### src/rtl/bce_vec_if.sv
// Bus bundle for the bit-column engine: the input beat channel (valid/ready plus
// payload) and the result channel (valid/ready plus result and saturation flag).
// The master modport is the producer/consumer side; the engine uses slave.
interface bce_vec_if #(
    parameter int LANES   = 8,
    parameter int ACT_W   = 8,
    parameter int SHIFT_W = 3,
    parameter int ACC_W   = 16
);
    logic                     in_valid;
    logic                     in_ready;
    logic                     in_sign_ld;
    logic [LANES*ACT_W-1:0]   act;
    logic [LANES-1:0]         wcol;
    logic [SHIFT_W-1:0]       shift_off;
    logic                     last;
    logic                     out_valid;
    logic                     out_ready;
    logic [ACC_W-1:0]         out_result;
    logic                     out_sat;

    modport master (
        output in_valid, in_sign_ld, act, wcol, shift_off, last, out_ready,
        input  in_ready, out_valid, out_result, out_sat
    );

    modport slave (
        input  in_valid, in_sign_ld, act, wcol, shift_off, last, out_ready,
        output in_ready, out_valid, out_result, out_sat
    );
endinterface

### src/rtl/bce_vec_engine.sv
// Bit-column engine: LANES signed activations times one weight bit-column per beat,
// per-lane weight sign, adder-tree partial sum, shifted by the column's bit position
// and accumulated until the beat marked last. Three enabled pipeline stages
// (capture, lane products, shifted term) feed the accumulator/result register.
// The whole pipeline freezes while a result is waiting on the consumer.
// Optional feature macro: BCE_SAT_EN (saturating accumulate + sticky out_sat).
module bce_vec_engine #(
    parameter int LANES   = 8,
    parameter int ACT_W   = 8,
    parameter int SHIFT_W = 3,
    parameter int ACC_W   = 16
) (
    input logic      clk,
    input logic      rst,
    bce_vec_if.slave bus
);
    localparam int PSUM_W = ACT_W + 1 + $clog2(LANES);
`ifdef BCE_SAT_EN
    // Wide enough that a shifted term plus the accumulator never wraps before clamping.
    localparam int TERM_W = ACC_W + PSUM_W + (1 << SHIFT_W);
    localparam logic signed [TERM_W-1:0] SAT_MAX = {{(TERM_W-ACC_W+1){1'b0}}, {(ACC_W-1){1'b1}}};
    localparam logic signed [TERM_W-1:0] SAT_MIN = {{(TERM_W-ACC_W+1){1'b1}}, {(ACC_W-1){1'b0}}};
`else
    localparam int TERM_W = ACC_W;
`endif

    logic                      stall;
    logic                      en;
    logic                      accept;
    logic [LANES-1:0]          sign_reg;

    logic                      s1_v;
    logic                      s1_last;
    logic [LANES*ACT_W-1:0]    s1_act;
    logic [LANES-1:0]          s1_wcol;
    logic [LANES-1:0]          s1_sign;
    logic [SHIFT_W-1:0]        s1_shift;

    logic signed [ACT_W:0]     prod_d [LANES];
    logic                      s2_v;
    logic                      s2_last;
    logic signed [ACT_W:0]     s2_prod [LANES];
    logic [SHIFT_W-1:0]        s2_shift;

    logic signed [PSUM_W-1:0]  psum_d;
    logic signed [TERM_W-1:0]  term_d;
    logic                      s3_v;
    logic                      s3_last;
    logic signed [TERM_W-1:0]  s3_term;

    logic signed [ACC_W-1:0]   acc_q;
    logic signed [ACC_W-1:0]   acc_nxt;
    logic signed [ACC_W-1:0]   out_result_q;
    logic                      out_valid_q;
`ifdef BCE_SAT_EN
    logic signed [TERM_W-1:0]  sum_w;
    logic                      clamp_d;
    logic                      acc_sat_q;
    logic                      out_sat_q;
`endif

    // One extra bit so negating the most negative activation cannot overflow.
    function automatic logic signed [ACT_W:0] lane_prod(input logic [ACT_W-1:0] a,
                                                        input logic w,
                                                        input logic s);
        logic signed [ACT_W:0] ext;
        ext = $signed({a[ACT_W-1], a});
        if (!w) return '0;
        return s ? -ext : ext;
    endfunction

    assign stall         = out_valid_q && !bus.out_ready;
    assign en            = !stall;
    assign accept        = bus.in_valid && en;
    assign bus.in_ready  = en;
    assign bus.out_valid = out_valid_q;
    assign bus.out_result = out_result_q;
`ifdef BCE_SAT_EN
    assign bus.out_sat   = out_sat_q;
`else
    assign bus.out_sat   = 1'b0;
`endif

    // Capture stage: beat payload plus a snapshot of the sign register; sign loads only update the register.
    always_ff @(posedge clk) begin
        if (rst) begin
            sign_reg <= '0;
            s1_v     <= 1'b0;
            s1_last  <= 1'b0;
            s1_act   <= '0;
            s1_wcol  <= '0;
            s1_sign  <= '0;
            s1_shift <= '0;
        end else if (en) begin
            s1_v <= accept && !bus.in_sign_ld;
            if (accept && bus.in_sign_ld) begin
                sign_reg <= bus.wcol;
            end
            if (accept && !bus.in_sign_ld) begin
                s1_act   <= bus.act;
                s1_wcol  <= bus.wcol;
                s1_sign  <= sign_reg;
                s1_shift <= bus.shift_off;
                s1_last  <= bus.last;
            end
        end
    end

    // Per-lane signed product of activation and weight bit.
    always_comb begin
        for (int i = 0; i < LANES; i++) begin
            prod_d[i] = lane_prod(s1_act[i*ACT_W +: ACT_W], s1_wcol[i], s1_sign[i]);
        end
    end

    // Product stage register.
    always_ff @(posedge clk) begin
        if (rst) begin
            s2_v     <= 1'b0;
            s2_last  <= 1'b0;
            s2_shift <= '0;
            s2_prod  <= '{default: '0};
        end else if (en) begin
            s2_v     <= s1_v;
            s2_last  <= s1_last;
            s2_shift <= s1_shift;
            s2_prod  <= prod_d;
        end
    end

    // Adder tree and bit-position shift of the partial sum.
    always_comb begin
        psum_d = '0;
        for (int i = 0; i < LANES; i++) begin
            psum_d = psum_d + PSUM_W'(s2_prod[i]);
        end
        term_d = TERM_W'(psum_d) <<< s2_shift;
    end

    // Term stage register.
    always_ff @(posedge clk) begin
        if (rst) begin
            s3_v    <= 1'b0;
            s3_last <= 1'b0;
            s3_term <= '0;
        end else if (en) begin
            s3_v    <= s2_v;
            s3_last <= s2_last;
            s3_term <= term_d;
        end
    end

`ifdef BCE_SAT_EN
    // Accumulate at full precision, then clamp into the result range.
    always_comb begin
        sum_w   = TERM_W'(acc_q) + s3_term;
        clamp_d = 1'b0;
        acc_nxt = sum_w[ACC_W-1:0];
        if (sum_w > SAT_MAX) begin
            acc_nxt = SAT_MAX[ACC_W-1:0];
            clamp_d = 1'b1;
        end else if (sum_w < SAT_MIN) begin
            acc_nxt = SAT_MIN[ACC_W-1:0];
            clamp_d = 1'b1;
        end
    end
`else
    // Plain two's-complement accumulate, wrapping at ACC_W bits.
    always_comb begin
        acc_nxt = acc_q + s3_term;
    end
`endif

    // Accumulator and result register; a new result may replace one being taken in the same edge.
    always_ff @(posedge clk) begin
        if (rst) begin
            acc_q        <= '0;
            out_valid_q  <= 1'b0;
            out_result_q <= '0;
`ifdef BCE_SAT_EN
            acc_sat_q    <= 1'b0;
            out_sat_q    <= 1'b0;
`endif
        end else if (en) begin
            out_valid_q <= 1'b0;
            if (s3_v) begin
                if (s3_last) begin
                    out_result_q <= acc_nxt;
                    out_valid_q  <= 1'b1;
                    acc_q        <= '0;
`ifdef BCE_SAT_EN
                    out_sat_q    <= acc_sat_q | clamp_d;
                    acc_sat_q    <= 1'b0;
`endif
                end else begin
                    acc_q        <= acc_nxt;
`ifdef BCE_SAT_EN
                    acc_sat_q    <= acc_sat_q | clamp_d;
`endif
                end
            end
        end
    end
endmodule
### src/flat_wrapper.sv
// flat-port wrapper written by rule: the top's interface ports become plain ports
module bce_vec_engine_flat 
#(
    parameter int LANES   = 8,
    parameter int ACT_W   = 8,
    parameter int SHIFT_W = 3,
    parameter int ACC_W   = 16
)
  (clk, rst, bus_in_valid, bus_in_sign_ld, bus_act, bus_wcol, bus_shift_off, bus_last, bus_out_ready, bus_in_ready, bus_out_valid, bus_out_result, bus_out_sat);
  bce_vec_if #(.LANES(LANES), .ACT_W(ACT_W), .SHIFT_W(SHIFT_W), .ACC_W(ACC_W)) bus_i ();
  input logic clk;
  input logic rst;
  input wire logic [$bits(bus_i.in_valid)-1:0] bus_in_valid;
  input wire logic [$bits(bus_i.in_sign_ld)-1:0] bus_in_sign_ld;
  input wire logic [$bits(bus_i.act)-1:0] bus_act;
  input wire logic [$bits(bus_i.wcol)-1:0] bus_wcol;
  input wire logic [$bits(bus_i.shift_off)-1:0] bus_shift_off;
  input wire logic [$bits(bus_i.last)-1:0] bus_last;
  input wire logic [$bits(bus_i.out_ready)-1:0] bus_out_ready;
  output wire logic [$bits(bus_i.in_ready)-1:0] bus_in_ready;
  output wire logic [$bits(bus_i.out_valid)-1:0] bus_out_valid;
  output wire logic [$bits(bus_i.out_result)-1:0] bus_out_result;
  output wire logic [$bits(bus_i.out_sat)-1:0] bus_out_sat;
  assign bus_i.in_valid = bus_in_valid;
  assign bus_i.in_sign_ld = bus_in_sign_ld;
  assign bus_i.act = bus_act;
  assign bus_i.wcol = bus_wcol;
  assign bus_i.shift_off = bus_shift_off;
  assign bus_i.last = bus_last;
  assign bus_i.out_ready = bus_out_ready;
  assign bus_in_ready = bus_i.in_ready;
  assign bus_out_valid = bus_i.out_valid;
  assign bus_out_result = bus_i.out_result;
  assign bus_out_sat = bus_i.out_sat;
  bce_vec_engine #(.LANES(LANES), .ACT_W(ACT_W), .SHIFT_W(SHIFT_W), .ACC_W(ACC_W)) u_core (.clk(clk), .rst(rst), .bus(bus_i));
endmodule
### config.mk
export PLATFORM = sky130hd
export DESIGN_NAME = bce_vec_engine_flat
export DESIGN_NICKNAME = d
export VERILOG_FILES = /design/src/rtl/bce_vec_if.sv /design/src/rtl/bce_vec_engine.sv /design/src/flat_wrapper.sv
export SDC_FILE = /design/constraint.sdc
export NUM_CORES = 1
export LEC_CHECK = 0
export BUFFER_PORTS_ARGS = -buffer_cell sky130_fd_sc_hd__buf_2
export CAP_MARGIN = 20
export CORE_UTILIZATION = 30
export CTS_CLUSTER_SIZE = 40
export DETAILED_ROUTE_END_ITERATION = 12
export HOLD_SLACK_MARGIN = 0.1
export PLACE_DENSITY = 0.43
export SLEW_MARGIN = 20
export SYNTH_ARGS = -nofsm -noshare
export SYNTH_HDL_FRONTEND = slang
export SYNTH_SLANG_ARGS = --single-unit
### constraint.sdc
create_clock -name clk -period 5.15 [get_ports clk]
set_input_delay 1.03 -clock clk [delete_from_list [all_inputs] [get_ports clk]]
set_output_delay 1.03 -clock clk [all_outputs]
set_load 0.005 [all_outputs]
# Yosys cells after proc, flatten, opt, wreduce, memory -nomap -nowiden
# Cells that the tools add are included.
# word_totals
regBits	221
latchBits	0
ramBits	0
rom_bits	0
wordCells	72
memories	0
# op_classes
add_sub_neg	16
mul	0
div	0
magnitude_cmp	0
n_eq_ne	0
shift	1
mux	19
n_bitwise	1
reduce_logical	11
# op_table
op	n
$mux 9	16
$neg 8->9	8
$add 12x9->12	5
$add 16x16->16	1
$mux 16	1
$sshl 12x3->16	1
$add 10x9->11	1
$add 9x9->10	1
$reduce_and 2->1	3
$logic_and 1x1->1	4
$logic_not 1->1	3
$reduce_and 3->1	1
$mux 1	2
$not 1->1	1

# Logic depth before layout (Yosys ltp)
# logic_depth
ltp_word	8
ltp_mapped	24
ltp_nobuf	24

# Least setup slack after synthesis
# No wires, ideal clock.
# synth_timing
kind	register -> register
start	reg u_core.s2_prod[46] (netlist name)
end	reg u_core.s3_term[15]
setup_ns	0.091
t_arrival_ns	5.347
required_ns	5.059
setup_slack_ns	-0.288
path_stages_with_launch	25
n_path_buf	0
period_less_slack_ns	5.438
path_cell_list	dfxtp_1 -> fa_1 -> ha_1 -> inv_1 -> fa_1 -> inv_1 -> a21oi_1 -> o21bai_1 -> a21o_1 -> a21oi_1 -> o21ai_0 -> xor2_1 -> fa_1 -> inv_1 -> fa_1 -> fa_1 -> inv_1 -> ha_1 -> a21o_1 -> a21o_1 -> a41oi_1 -> xnor2_1 -> nand2b_1 -> o2111ai_1 -> a311oi_1
# synth_via
elab_chain_len	7
# synth_lines
element	line_no	text
start: declaration	bce_vec_engine.sv:42	logic signed [ACT_W:0] s2_prod [LANES];
start signal: assignment	bce_vec_engine.sv:127	s2_prod <= prod_d;
$add 10x9->11	bce_vec_engine.sv:135	psum_d = psum_d + PSUM_W'(s2_prod[i]);
$add 12x9->12 (5 in a row)	bce_vec_engine.sv:135	
$sshl 12x3->16	bce_vec_engine.sv:137	term_d = TERM_W'(psum_d) <<< s2_shift;
end signal: assignment	bce_vec_engine.sv:149	s3_term <= term_d;
end: declaration	bce_vec_engine.sv:49	logic signed [TERM_W-1:0] s3_term;
# No other way between the ends.
# A chain may end at the register's enable or synchronous reset.

# Worst setup path in the final report
# layout_timing
start	reg u_core.s2_prod[64] (netlist name)
end	reg u_core.s3_term[14]
# layout_via
elab_chain_len	8
# layout_lines
element	line_no
$add 9x9->10	bce_vec_engine.sv:135
$add 10x9->11	bce_vec_engine.sv:135
$add 12x9->12 (5 in a row)	bce_vec_engine.sv:135
$sshl 12x3->16	bce_vec_engine.sv:137
# No other way between the ends.

==> flow_summary.rst <==
.. list-table::
   :header-rows: 1

   * - Metric
     - Value
   * - Result of the run
     - finished with violations
   * - Failing checks
     - setup timing
   * - Portion of the clock cycle consumed by the worst path in the final layout
     - 105%
   * - Routed WL
     - 32,000 µm
   * - Placeable core region
     - 39,600 µm²
   * - Setup total negative slack
     - -1700 ps
   * - Area fraction in compound gates after synthesis
     - 17.9%
   * - CTS tree
     - yes
   * - Type of the setup path with the least slack
     - register to register
   * - Number of enable-type register cells in the synthesized netlist
     - 0
   * - Aggregate global routing overflow
     - 0
   * - Total power density per cell area
     - 272 nW/µm²
   * - Clock latency of the later-clocked register in the worst-skew pair
     - 560 ps
   * - Number of flip-flops under the largest register name
     - 72
   * - Gate count after technology mapping
     - 1,451
   * - Startpoint of the lowest-slack hold path
     - u_core.sign_reg[4]$_SDFFE_PP0P_
   * - PortBufs
     - 98
   * - Fill cells
     - 4,225
   * - Worst VDD drop
     - slightly below 200 µV
   * - Multiplexer area fraction after synthesis
     - under 10%
   * - Most area-consuming cells after synthesis
     - sky130_fd_sc_hd__dfxtp_1, sky130_fd_sc_hd__nand2_1, sky130_fd_sc_hd__fa_1
   * - Register name with the most flops
     - u_core.s2_prod
   * - Required @ worst endpoint
     - 5610 ps
   * - Hold/Removal Path Class
     - register to register
   * - Combinational family with the most area after synthesis
     - simple AND/OR/NAND/NOR gates
   * - Fraction of layout cells with a size suffix above 1
     - 16.8%
   * - Total clock buffers created by CTS
     - 28
   * - Maximum single-stage delay on the critical path
     - 540 ps
   * - Synth Warn #
     - 0
   * - Fraction of met2 tracks used by global routing
     - ~26%
   * - Final number of hold-violating endpoints
     - 0
   * - Wire per inst
     - roughly 15 µm
   * - Post-layout net count
     - 1,715
   * - Most common cell in the synthesized netlist
     - sky130_fd_sc_hd__nand2_1
   * - Post-synth top area cell
     - sky130_fd_sc_hd__dfxtp_1
   * - Iteration count of the initial detailed-routing pass
     - 4
   * - Synth Area in Adders
     - a little over an eighth
   * - FF-to-FF path depth
     - 23
   * - Leading post-synthesis cells by instance count
     - sky130_fd_sc_hd__nand2_1, sky130_fd_sc_hd__dfxtp_1, sky130_fd_sc_hd__a21oi_1
   * - Finished Layout Cells
     - about 2,100
   * - Slew Viols, Final
     - 0
   * - Critical path, cell by cell
     - fa_1 > ha_2 > inv_2 > fa_2 > inv_2 > a21oi_2 > o21bai_1 > a21o_1 > a21oi_2 > o21ai_2 > xor2_2 > fa_1 > inv_1 > fa_1 > fa_1 > inv_2 > ha_4 > o21ai_0 > a31oi_1 > nor2_2 > xor2_1 > mux4_2 > o31ai_1
   * - Post-layout minimum cycle time
     - 5430 ps
   * - Hold Crit Endpoint
     - u_core.s1_sign[4]$_SDFFE_PP0P_
   * - Chip Width
     - 202 µm
   * - M1 GR Usage
     - 21.6%
   * - Final worst slack
     - -276 ps
   * - Post-Synthesis Cell Area
     - around 12,000 µm²
   * - Capture instance of the worst register-to-register path
     - u_core.s3_term[14]$_SDFFE_PP0N_
   * - WP data arrival
     - 5890 ps
   * - I/O pin total
     - 100
   * - Global-route wire length before repair
     - 51,900 µm
   * - Placed Cells
     - 2,024
   * - Final count of negative-setup-slack endpoints
     - 9
   * - Most used flip-flop cell after synthesis
     - sky130_fd_sc_hd__dfxtp_1
   * - Category of the worst setup path launch point
     - register
   * - Reg-to-Reg Start
     - u_core.s2_prod[64]$_SDFFE_PP0N_
   * - Number of buffers inserted by hold repair at cts
     - 0
   * - Layout overhead on the synthesized area
     - 20.0%
   * - Avg Cell Area, Syn
     - around 8.3 µm²
   * - Antenna-violating nets left
     - 0
   * - Sequential fraction of the synthesis area
     - a little under two fifths
   * - Worst Setup End Kind
     - register
   * - Routability-driven placement congestion ratio
     - between 0.8 and 0.9
   * - Deepest level of the CTS H-tree
     - 1
   * - Top-area cell type share of the netlist area
     - 36.7%
   * - Clock-pin slew reported for the worst setup and hold paths after clock tree synthesis
     - 60 ps
   * - Standby leakage power
     - 5.69 nW
   * - Via count
     - 9,810
   * - Chip Height
     - around 200 µm
   * - Detailed Route Iter0 Violations
     - about 400
   * - GRT Util Overall
     - around 16%
   * - Area share of xor/xnor cells in the synthesized design
     - 5.79%
   * - Share of synthesized cell area in and, or, nand and nor gates
     - approximately 18%
   * - Starting utilization of the core area
     - 30.4%
   * - Number of buffers between clock root and the deepest sink
     - 3
   * - Post-DP HPWL
     - 22,600 µm
   * - Total number of placement rows
     - 73
   * - Count of cell types in the netlist
     - 65
   * - Largest registers
     - u_core.s2_prod x72, u_core.s1_act x64
   * - Total nets after synthesis
     - around 1,600
   * - Setup slack, reg-to-reg
     - -280 ps
   * - Cell repeated most along the worst path
     - sky130_fd_sc_hd__fa_1
   * - Flop and latch count out of synthesis
     - 221
   * - Least-Margin Pin Slew
     - 1060 ps
   * - Register Area
     - 4430 µm²
   * - Clk sinks
     - 221
   * - Setup skew after layout
     - 16.1 ps
   * - Vias per cell
     - between 4 and 5
   * - Number of antenna violations at the first check in global routing
     - 1
   * - # Max-Cap Violations
     - 0
   * - Number of global-route vias before repair
     - around 10,000
   * - Root buffer selected by CTS
     - sky130_fd_sc_hd__clkbuf_16
   * - Die outline area
     - between 40,000 and 50,000 µm²
   * - Library cell contributing the largest single delay on the critical path
     - sky130_fd_sc_hd__fa_1
   * - Fraction of registers with async set/reset
     - 0%
   * - Max transition margin
     - 29.6%
   * - Unrepaired setup endpoints after global routing
     - true
   * - Area of the multi-input gates
     - 7250 µm²
   * - Peak Freq
     - roughly 180 MHz
   * - Worst Path Max Fanout
     - 3
   * - Number of cells traversed by the worst hold path
     - 2
   * - Met3 GRT Util
     - 2.19%
   * - Final routed DRC violation total
     - 0
   * - GR peak layer
     - met2
   * - Largest net degree at the start of global routing
     - 158
-- where the power goes --
group	leakage [nW]	switching, W	internal (W)	total [W]
clock	0.403	0.000758	0.00107	0.00182
sequential	1.79	0.0000460	0.00175	0.00180
combinational	3.50	0.000180	0.000132	0.000312
-- metal layers --
layer / part of all wire (%) / vias up
li1: - / 5054
met1: 49 / 4597
met2: 46 / 114
met3: 2.7 / 43
met4: 1.9 / 2
met5: 0.041 / -
-- placed cells by master (no fill, tap or decap), types with 8 or more instances in the layout --
cell,count
sky130_fd_sc_hd__nor3_1,13
sky130_fd_sc_hd__nor2_1,123
sky130_fd_sc_hd__o21ai_0,31
sky130_fd_sc_hd__inv_1,91
sky130_fd_sc_hd__nand2b_1,17
sky130_fd_sc_hd__clkbuf_16,28
sky130_fd_sc_hd__fa_1,50
sky130_fd_sc_hd__mux2i_1,19
sky130_fd_sc_hd__buf_4,43
sky130_fd_sc_hd__a22oi_1,76
sky130_fd_sc_hd__ha_1,34
sky130_fd_sc_hd__inv_2,8
sky130_fd_sc_hd__and2_1,8
sky130_fd_sc_hd__nand3b_1,10
sky130_fd_sc_hd__a21oi_2,8
sky130_fd_sc_hd__nand2_1,283
sky130_fd_sc_hd__clkbuf_1,9
sky130_fd_sc_hd__nand3_1,14
sky130_fd_sc_hd__xnor2_1,62
sky130_fd_sc_hd__dfxtp_1,220
sky130_fd_sc_hd__a21oi_1,130
sky130_fd_sc_hd__a21o_1,10
sky130_fd_sc_hd__o31ai_1,12
sky130_fd_sc_hd__buf_2,97
sky130_fd_sc_hd__o211ai_1,8
-- kinds of logic after synthesis --
logic type,Yosys count
simple gates,507
compound gates,336
buf+inv,187
other cells,1
mux,27
fa+ha+maj,94
xor+xnor,78
flops,221
-- timing repair --
action | in CTS | in global routing
setup buffers | 4 | 8
gates resized for setup | 24 | 31
endpoints found under the setup margin | 11 | 12
pin swaps | 26 | 28
-- worst max path at each step --
stage | start | end | slack [ps] | cells after the start
finish | u_core.s2_prod[64]$_SDFFE_PP0N_ | u_core.s3_term[14]$_SDFFE_PP0N_ | -280 | 23
detailed placement | u_core.s2_prod[47]$_SDFFE_PP0N_ | u_core.s3_term[14]$_SDFFE_PP0N_ | -310 | 20
CTS | u_core.s2_prod[64]$_SDFFE_PP0N_ | u_core.s3_term[15]$_SDFFE_PP0N_ | -240 | 24
floorplan | u_core.s2_prod[64]$_SDFFE_PP0N_ | u_core.s3_term[15]$_SDFFE_PP0N_ | -20 | 24
global placement | u_core.s2_prod[64]$_SDFFE_PP0N_ | u_core.s3_term[15]$_SDFFE_PP0N_ | -260 | 23
global route | u_core.s2_prod[64]$_SDFFE_PP0N_ | u_core.s3_term[15]$_SDFFE_PP0N_ | -530 | 24
-- final cells by class --
type | count | share of cell area, %
well taps | 525 | 4.55
clock inverters | 3 | 0.312
clock buffers | 42 | 5.56
repair buffers | 146 | 6.12
diodes | 1 | 0.0173
flip-flops and latches | 221 | 30.6
inverters | 100 | 2.60
multi-input cells | 1043 | 50.2
-- stage by stage --
step           hold WS (ps)  utilization [%]  worst slack, ps  area [µm²]  power [W]
2_1_floorplan           420                -            -19.3       12100    0.00203
3_3_place_gp            440             33.4             -260       13200    0.00214
3_5_place_dp            448             33.4             -310       13200    0.00214
4_1_cts                 455             35.9             -243       14200    0.00400
5_1_grt                 473             36.4             -527       14400    0.00412
6_report                452             36.4             -276       14400    0.00393
-- critical path: cells and delay by family (launching register included) --
family	cells	cell delay, ps
mux	1	490
fa+ha+maj	7	2830
xor+xnor	2	240
flops	1	330
simple gates	1	80
buf+inv	4	200
compound gates	8	1180
Note: power is estimated with default switching activity, not from simulation.
